**config.mk**
```make
export PLATFORM = sky130hd
export DESIGN_NAME = am2925_seq
export DESIGN_NICKNAME = d
export VERILOG_FILES = /design/src/rtl/am2925_seq.sv
export SDC_FILE = /design/constraint.sdc
export NUM_CORES = 1
export LEC_CHECK = 0
export ABC_CLOCK_PERIOD_IN_PS = 5000
export BUFFER_PORTS_ARGS = -buffer_cell sky130_fd_sc_hd__buf_2
export CAP_MARGIN = 20
export CORE_UTILIZATION = 60
export CTS_BUF_LIST = sky130_fd_sc_hd__clkbuf_4
export CTS_CLUSTER_DIAMETER = 150
export CTS_CLUSTER_SIZE = 20
export DETAILED_ROUTE_END_ITERATION = 8
export HOLD_SLACK_MARGIN = 0.08
export MAX_ROUTING_LAYER = met4
export PLACE_DENSITY = 0.85
export SYNTH_ARGS = -nofsm -noshare
export SYNTH_HDL_FRONTEND = slang
export SYNTH_SLANG_ARGS = --single-unit
```
**constraint.sdc**
```tcl
create_clock -name clk -period 5 [get_ports clk]
set_input_delay 0 -clock clk [delete_from_list [all_inputs] [get_ports clk]]
set_output_delay 0 -clock clk [all_outputs]
set_load 0.02 [all_outputs]
```
**src/rtl/am2925_seq.sv**
```systemverilog
// Microcycle sequencer: length-code generation for the clock generator plus a
// two-requester round-robin bus arbiter with wait handshake, wait states and timeouts.
module am2925_seq (
  input  logic       clk,
  input  logic       rst_,
  input  logic       cyc_end,
  input  logic [3:0] len,
  input  logic       req0_,
  input  logic       req1_,
  input  logic [3:0] wst0,
  input  logic [3:0] wst1,
  input  logic       mem_rdy_,
  input  logic       waitack_,
  output logic       l3,
  output logic       l2,
  output logic       l1,
  output logic       waitreq_,
  output logic       ready_,
  output logic       gnt0_,
  output logic       gnt1_,
  output logic       done_,
  output logic       tmo
);

  typedef enum logic [2:0] {IDLE, WREQ, COUNT, MEMW, RDY} state_t;

  state_t     state;
  logic [3:0] cnt;
  logic [7:0] wd;
  logic       ptr;
  logic [2:0] code_nxt;
  logic       pick1;

  // Out-of-range lengths fall into the default arm: 0-3 give the 3-clock code, 10-15 the 10-clock code.
  always_comb begin
    code_nxt = 3'b000;
    case (len)
      4'd4:    code_nxt = 3'b001;
      4'd5:    code_nxt = 3'b101;
      4'd6:    code_nxt = 3'b111;
      4'd7:    code_nxt = 3'b011;
      4'd8:    code_nxt = 3'b010;
      4'd9:    code_nxt = 3'b110;
      default: code_nxt = (len >= 4'd10) ? 3'b100 : 3'b000;
    endcase
  end

  // ptr=1 means requester 1 wins a tie.
  assign pick1 = !req1_ && (req0_ || ptr);

  always_ff @(posedge clk or negedge rst_) begin
    if (!rst_) begin
      state        <= IDLE;
      cnt          <= 4'd0;
      wd           <= 8'd0;
      ptr          <= 1'b0;
      {l3, l2, l1} <= 3'b000;
      waitreq_     <= 1'b1;
      ready_       <= 1'b1;
      gnt0_        <= 1'b1;
      gnt1_        <= 1'b1;
      done_        <= 1'b1;
      tmo          <= 1'b0;
    end else begin
      if (cyc_end)
        {l3, l2, l1} <= code_nxt;

      case (state)
        IDLE: begin
          if (cyc_end && !(req0_ && req1_)) begin
            gnt0_    <= pick1;
            gnt1_    <= !pick1;
            ptr      <= !pick1;
            cnt      <= pick1 ? wst1 : wst0;
            wd       <= 8'd0;
            tmo      <= 1'b0;
            waitreq_ <= 1'b0;
            state    <= WREQ;
          end
        end
        WREQ: begin
          if (!waitack_) begin
            waitreq_ <= 1'b1;
            state    <= COUNT;
          end else if (wd == 8'd14) begin
            waitreq_ <= 1'b1;
            tmo      <= 1'b1;
            ready_   <= 1'b0;
            done_    <= 1'b0;
            gnt0_    <= 1'b1;
            gnt1_    <= 1'b1;
            state    <= RDY;
          end else begin
            wd <= wd + 8'd1;
          end
        end
        COUNT: begin
          // Leave as cnt reaches zero; a zero wait-state count still spends one clock here.
          if (cnt != 4'd0)
            cnt <= cnt - 4'd1;
          if (cnt <= 4'd1) begin
            wd    <= 8'd0;
            state <= MEMW;
          end
        end
        MEMW: begin
          if (!mem_rdy_ || wd == 8'd254) begin
            tmo    <= mem_rdy_;
            ready_ <= 1'b0;
            done_  <= 1'b0;
            gnt0_  <= 1'b1;
            gnt1_  <= 1'b1;
            state  <= RDY;
          end else begin
            wd <= wd + 8'd1;
          end
        end
        RDY: begin
          ready_ <= 1'b1;
          done_  <= 1'b1;
          state  <= IDLE;
        end
        default: state <= IDLE;
      endcase
    end
  end

endmodule

```
==> flow_metrics.env, run 1 <==
export IMPL_status="completed"
export IMPL_clk_latency_ns=0.32
export IMPL_grt_start_max_net_pins=25
export IMPL_first_iter_violations=52
export IMPL_dieWidth_um=51.5
export IMPL_setup_viol=0
export IMPL_track_usage_pct=29.6
export IMPL_cts_num_sinks=24
export IMPL_grt_pass1_wl_um=5670
export IMPL_required_ns=5.22
export IMPL_synth_most_common_cell="dfrtp_1"
export IMPL_wl_per_cell_um=15.5
export IMPL_synthSimpleGateAreaFrac_pct=20.4
export IMPL_firstDrtPassIters=4
export IMPL_arrival_ns=2.71
export IMPL_core_um2=2250
export IMPL_worstPathMaxFanout=9
export IMPL_numCtsBuffers=3
export IMPL_n_fill_cell=162
export IMPL_grt_antenna_before_repair=0
export IMPL_ctsResizeCount=0
export IMPL_synth_compound_area_share_pct=23.7
export IMPL_relSlewSlack_pct=57.0
export IMPL_rows=17
export IMPL_synth_nets=183
export IMPL_max_freq_mhz=402
export IMPL_p_sw_share_pct=43.0
export IMPL_die_h_um=51.5
export IMPL_rsz0062_at_grt="false"
export IMPL_p_clk_share_pct=15.3
export IMPL_maxSlewViolCount=0
export IMPL_vias=1348
export IMPL_cp_start_kind="flip-flop"
export IMPL_wirelength_um=3400
export IMPL_setup_tns_ns=0
export IMPL_synth_flop_cell="dfrtp_1"
export IMPL_synth_top_family_by_area="compound AO/OA/AOI/OAI gates"
export IMPL_ys_ff_latch=24
export IMPL_fin_skew_ns=0.00403
export IMPL_path_class="reg2reg"
export IMPL_powerDensity_nw_per_um2=534
export IMPL_internal_power_uw=527
export IMPL_instances_no_fill=220
export IMPL_clk_pin_slew_worst_paths_ns=0.13
export IMPL_placedCellCount=207
export IMPL_overflow=0
export IMPL_synthMuxAreaShare_pct=4.34
export IMPL_cts_root_buf="clkbuf_4"
export IMPL_ys_async_sr_fraction_pct=100
export IMPL_synth_top_area_share_pct=34.1
export IMPL_max_cap_violations=0
export IMPL_design_area_um2=1730
export IMPL_io_pins=28
export IMPL_dieArea_um2=2650
export IMPL_period_needed_ns=2.49
export IMPL_routabilityCongestion=0.841
export IMPL_total_power_uw=925
export IMPL_cts_tree="done"
export IMPL_htree_num_levels=1
export IMPL_drcViolationCount=0
export IMPL_drive_gt1_share_pct=22.9
export IMPL_netlist_instances=159
export IMPL_yosysWarnings=0
export IMPL_fin_crit_sh_pct=49.7
export IMPL_port_buffers=27
export IMPL_p_comb_share_pct=44.2
export IMPL_hp_class="in2reg"
export IMPL_max_clock_path_buffers=2
export IMPL_initial_core_util_pct=65.1
export IMPL_worstSetupEndpointType="flip-flop"
export IMPL_worst_pin_slew_ns=0.644
export IMPL_synth_edff_count=0
export IMPL_synth_cell_types=46
export IMPL_p_sw_uw=398
export IMPL_finalHoldViolCount=0
export IMPL_synth_adder_area_share_pct=4.26
export IMPL_final_nets=217
export IMPL_num_antenna_cells=0
export IMPL_ant_nets=0
export IMPL_via_per_inst=6.13
export IMPL_synth_area_leaders="dfrtp_1, dfstp_2, ha_1"
export IMPL_placed_cell_area_um2=1590
export IMPL_seq_area_frac_synth_pct=41.2
export IMPL_p_leak_uw=0.000878
export IMPL_syn_to_final_growth_pct=18.1
export IMPL_synth_largest_area_cell="dfrtp_1"
export IMPL_place_hpwl_um=2320
export IMPL_synth_xor_area_share_pct=0.596
export IMPL_synth_commonest_cells="dfrtp_1, nor2_1, nand3_1"
export IMPL_grt_pass1_vias=1270
export IMPL_synth_area_per_cell_um2=9.24
export IMPL_syn_area_um2=1470
export IMPL_fin_util_pct=76.9
export IMPL_seqPwrFrac_pct=40.5
export IMPL_peakVddDrop_mv=0.357
==> through the flow <==
step | hold WS (ns) | worst slack [ns]
4_1_cts | 0.0957 | 2.54
5_1_grt | 0.121 | 2.37
3_5_place_dp | 0.0117 | 2.57
6_report | 0.100 | 2.51
2_1_floorplan | -0.296 | 2.82
3_3_place_gp | 0.00596 | 2.61
==> worst max-delay path: stages, from the launching register on <==
cell and delay, ns:
dfrtp_1 0.38, inv_1 0.09, ha_1 0.24, or2_2 0.29, a2111oi_0 0.50, a311oi_2 0.10, or3b_1 0.41, mux2_2 0.37
==> metal layers <==
| layer | share of wire, % | routed length [um] | vias up | GRT usage (%) |
|---|---|---|---|---|
| met5 | 0 | 0 | - | - |
| met3 | 3.6 | 122 | 6 | 3.87 |
| met2 | 53 | 1810 | 34 | 52.2 |
| li1 | - | - | 649 | - |
| met4 | 1.6 | 53 | 0 | 8.56 |
| met1 | 42 | 1420 | 659 | 35.2 |
==> logic make-up after synthesis <==
group / after synthesis
DFF: 24
adders and majority gates: 5
xor gates and xnor gates: 1
and+or+nand+nor: 58
muxes: 6
buffers and inverters: 16
AOI/OAI and AO/OA: 49
==> flip-flops by register name, indices dropped and copies added, names as in the netlist <==
signal    count
cnt           4
l3            1
gnt1_         1
ptr           1
done_         1
l2            1
state         3
tmo           1
l1            1
gnt0_         1
waitreq_      1
wd            8
==> power by group through the flow <==
stage	logic [uW]	registers, uW	clock network [uW]
finish	409	375	142
global route	459	388	151
CTS	405	372	143
detailed placement	395	377	0
global placement	379	370	0
floorplan	338	352	0
==> layout make-up <==
type / instances / area [um2] / share of cell area (%)
Multi-Input combinational cell: 119 / 782 / 45.1
Sequential cell: 24 / 606 / 34.9
Timing Repair Buffer: 36 / 225 / 13.0
Tap cell: 28 / 35.0 / 2.02
Inverter: 9 / 33.8 / 1.95
Clock inverter: 1 / 30.0 / 1.73
Clock buffer: 3 / 22.5 / 1.30
==> repair_timing <==
item                      in CTS  in global routing
buffers inserted               0                  0
hold buffers                   9                  0
hold endpoints to repair      30                  0
==> placed cells by master, fill, tap and decap left out, types with 3 or more instances in the layout <==
master,synthesis,final
dlygate4sd3_1,0,9
mux2i_1,3,3
nor3_1,3,3
nor2_1,15,15
dfrtp_1,20,20
o31ai_1,4,4
nand3_1,11,11
dfstp_2,4,4
mux2_2,3,3
inv_1,9,9
nand2_1,8,8
buf_2,2,27
a211o_1,3,3
clkbuf_4,0,3
nor3b_1,3,3
a21oi_1,8,8
and3_1,5,5
ha_1,5,5
o21ai_0,10,10
a21o_1,6,6
nor2b_1,3,3
==> final timing paths <==
kind                         start       end  slack (ns)  cells after the start
max                         cnt[0]     wd[1]        2.51                      7
min                        wst0[0]    cnt[0]        0.10                      5
max reg2reg                 cnt[0]     wd[1]        2.51                      7
min reg2reg                  done_     done_        0.50                      2
max in group asynchronous     rst_  waitreq_        4.47                      2
min in group asynchronous     rst_    cnt[3]        0.17                      2
Note: power is estimated with default switching activity, not from simulation.
==> run 2, diff against run 1 <==
==> config.mk (replaced) <==
export PLATFORM = sky130hd
export DESIGN_NAME = am2925_seq
export DESIGN_NICKNAME = d
export VERILOG_FILES = /design/src/rtl/am2925_seq.sv
export SDC_FILE = /design/constraint.sdc
export NUM_CORES = 1
export LEC_CHECK = 0
export ABC_CLOCK_PERIOD_IN_PS = 2550
export BUFFER_PORTS_ARGS = -buffer_cell sky130_fd_sc_hd__buf_2
export CAP_MARGIN = 20
export CORE_UTILIZATION = 57
export CTS_BUF_LIST = sky130_fd_sc_hd__clkbuf_4
export CTS_CLUSTER_DIAMETER = 150
export CTS_CLUSTER_SIZE = 20
export DETAILED_ROUTE_END_ITERATION = 8
export HOLD_SLACK_MARGIN = 0.08
export MAX_ROUTING_LAYER = met4
export PLACE_DENSITY = 0.82
export SYNTH_ARGS = -nofsm -noshare
export SYNTH_HDL_FRONTEND = slang
export SYNTH_SLANG_ARGS = --single-unit
==> constraint.sdc (replaced) <==
create_clock -name clk -period 2.55 [get_ports clk]
set_input_delay 0 -clock clk [delete_from_list [all_inputs] [get_ports clk]]
set_output_delay 0 -clock clk [all_outputs]
set_load 0.02 [all_outputs]
==> run 2 against run 1 <==
Sequential power grew 87%. Critical path depth grew 1. Clock skew shrank 0.0035 ns. Maximum frequency grew 8.4%. Critical endpoint is now wd[2]. Clock power grew 93%. Sequential share of layout area shrank 0.45 points. First-iteration DRC count grew 9.6%. Register-to-register slack lost 2.3 ns. Highest routed layer unchanged.
==> flow_metrics.env, run 2 (synthesis gave the netlist of run 1 again) <==
export IMPL_setup_viol=0
export IMPL_p_sw_share_pct=42.3
export IMPL_crit_family="compound AO/OA/AOI/OAI gates"
export IMPL_grt_start_max_net_pins=25
export IMPL_cts_tree="done"
export IMPL_max_cap_violations=0
export IMPL_vias=1352
export IMPL_routabilityCongestion=0.942
export IMPL_via_per_inst=6.01
export IMPL_hp_class="in2reg"
export IMPL_max_freq_mhz=436
export IMPL_wl_per_cell_um=14.8
export IMPL_cts_num_sinks=24
export IMPL_fin_crit_sh_pct=90.0
export IMPL_syn_to_final_growth_pct=19.6
export IMPL_n_fill_cell=182
export IMPL_peakVddDrop_mv=0.892
export IMPL_clk_pin_slew_worst_paths_ns=0.13
export IMPL_overflow=0
export IMPL_max_stage_delay_ns=0.42
export IMPL_track_usage_pct=27.2
export IMPL_drive_gt1_share_pct=24.6
export IMPL_wirelength_um=3340
export IMPL_arrival_ns=2.50
export IMPL_port_buffers=27
export IMPL_p_leak_uw=0.000893
export IMPL_first_iter_violations=57
export IMPL_total_power_uw=1860
export IMPL_final_nets=220
export IMPL_p_sw_uw=786
export IMPL_cp_start_kind="flip-flop"
export IMPL_seqCellArea_um2=606
export IMPL_top_regs="wd (8), cnt (4), state (3)"
export IMPL_clk_latency_ns=0.31
export IMPL_num_antenna_cells=0
export IMPL_path_class="reg2reg"
export IMPL_grt_pass1_wl_um=5350
export IMPL_largest_reg_flops=8
export IMPL_status="completed"
export IMPL_layout_commonest_cell="buf_2"
export IMPL_dieArea_um2=2780
export IMPL_fin_util_pct=71.6
export IMPL_worst_pin_slew_ns=0.591
export IMPL_drcViolationCount=0
export IMPL_firstDrtPassIters=4
export IMPL_core_um2=2450
export IMPL_setup_ws_ns=0.256
export IMPL_period_needed_ns=2.29
export IMPL_seqPwrFrac_pct=37.7
export IMPL_multi_input_area_um2=782
export IMPL_place_hpwl_um=2450
export IMPL_cp_num_buf_inv=2
export IMPL_fin_skew_ns=0.000503
export IMPL_dpl_worst_slack_ns=0.297
export IMPL_required_ns=2.76
export IMPL_powerDensity_nw_per_um2=1060
export IMPL_rsz0062_at_grt="false"
export IMPL_layout_common_cells="buf_2, dfrtp_1, nor2_1, nand3_1, o21ai_0"
export IMPL_relSlewSlack_pct=60.4
export IMPL_initial_core_util_pct=59.8
export IMPL_die_h_um=52.8
export IMPL_worstPathMaxFanout=8
export IMPL_htree_num_levels=1
export IMPL_maxSlewViolCount=0
export IMPL_p_clk_share_pct=14.7
export IMPL_slowest_stage="dfrtp_1"
export IMPL_numCtsBuffers=3
export IMPL_ant_nets=0
export IMPL_grt_antenna_before_repair=0
export IMPL_crit_chain="inv_1 -> ha_1 -> or2_2 -> a2111oi_0 -> a311oi_2 -> or3b_1 -> buf_4 -> a221o_1"
export IMPL_cts_root_buf="clkbuf_4"
export IMPL_dieWidth_um=52.8
export IMPL_ctsResizeCount=0
export IMPL_rows=18
export IMPL_grt_pass1_vias=1290
export IMPL_io_pins=28
export IMPL_regMostFlops="wd"
export IMPL_holdWs_ns=0.102
export IMPL_p_comb_share_pct=47.6
export IMPL_max_clock_path_buffers=2
export IMPL_worstSetupEndpointType="flip-flop"
export IMPL_setup_tns_ns=0
export IMPL_internal_power_uw=1070
export IMPL_finalHoldViolCount=0
run 2: final timing paths:
path	from	end	slack, ns	cells after the start
max	cnt[0]	wd[2]	0.26	8
min	len[1]	l2	0.10	3
max reg2reg	cnt[0]	wd[2]	0.26	8
min reg2reg	done_	done_	0.50	2
max in group asynchronous	rst_	waitreq_	1.99	2
min in group asynchronous	rst_	l3	0.19	2
run 2: what timing repair did:
item | CTS | global route
hold endpoints to repair | 30 | 0
setup buffers | 0 | 0
hold buffers | 8 | 0
run 2: final cells by class:
class                   instances  share of cell area (%)
clock buffers                   3                    1.28
inverters                       9                    1.92
well taps                      30                    2.14
flip-flops and latches         24                    34.5
clock inverters                 1                    1.71
multi-input cells             119                    44.5
repair buffers                 39                    14.0
run 2: tightest hold or removal path, stage by stage:
cell,delay (ns)
buf_2,0.13
a22oi_1,0.16
a21oi_1,0.10
run 2: power groups by stage:
stage / combinational (uW) / sequential [uW] / clock [uW]
final: 884 / 700 / 274
after global routing: 990 / 724 / 296
after CTS: 878 / 696 / 282
after detailed placement: 862 / 704 / 0
after global placement: 829 / 691 / 0
after floorplan: 662 / 691 / 0
run 2: per-layer routing:
metal | part of all wire, % | global-route usage, % | up-vias
met3 | 5.8 | 4.64 | 8
met2 | 51 | 46.2 | 54
met5 | 0 | - | -
met4 | 1.8 | 12.7 | 0
met1 | 41 | 30.9 | 637
li1 | - | - | 653
run 2: through the flow:
stage / std cells / cell area (um2)
floorplan: 159 / 1470
global placement: 213 / 1620
detailed placement: 213 / 1620
CTS: 225 / 1760
global route: 225 / 1760
finish: 225 / 1760
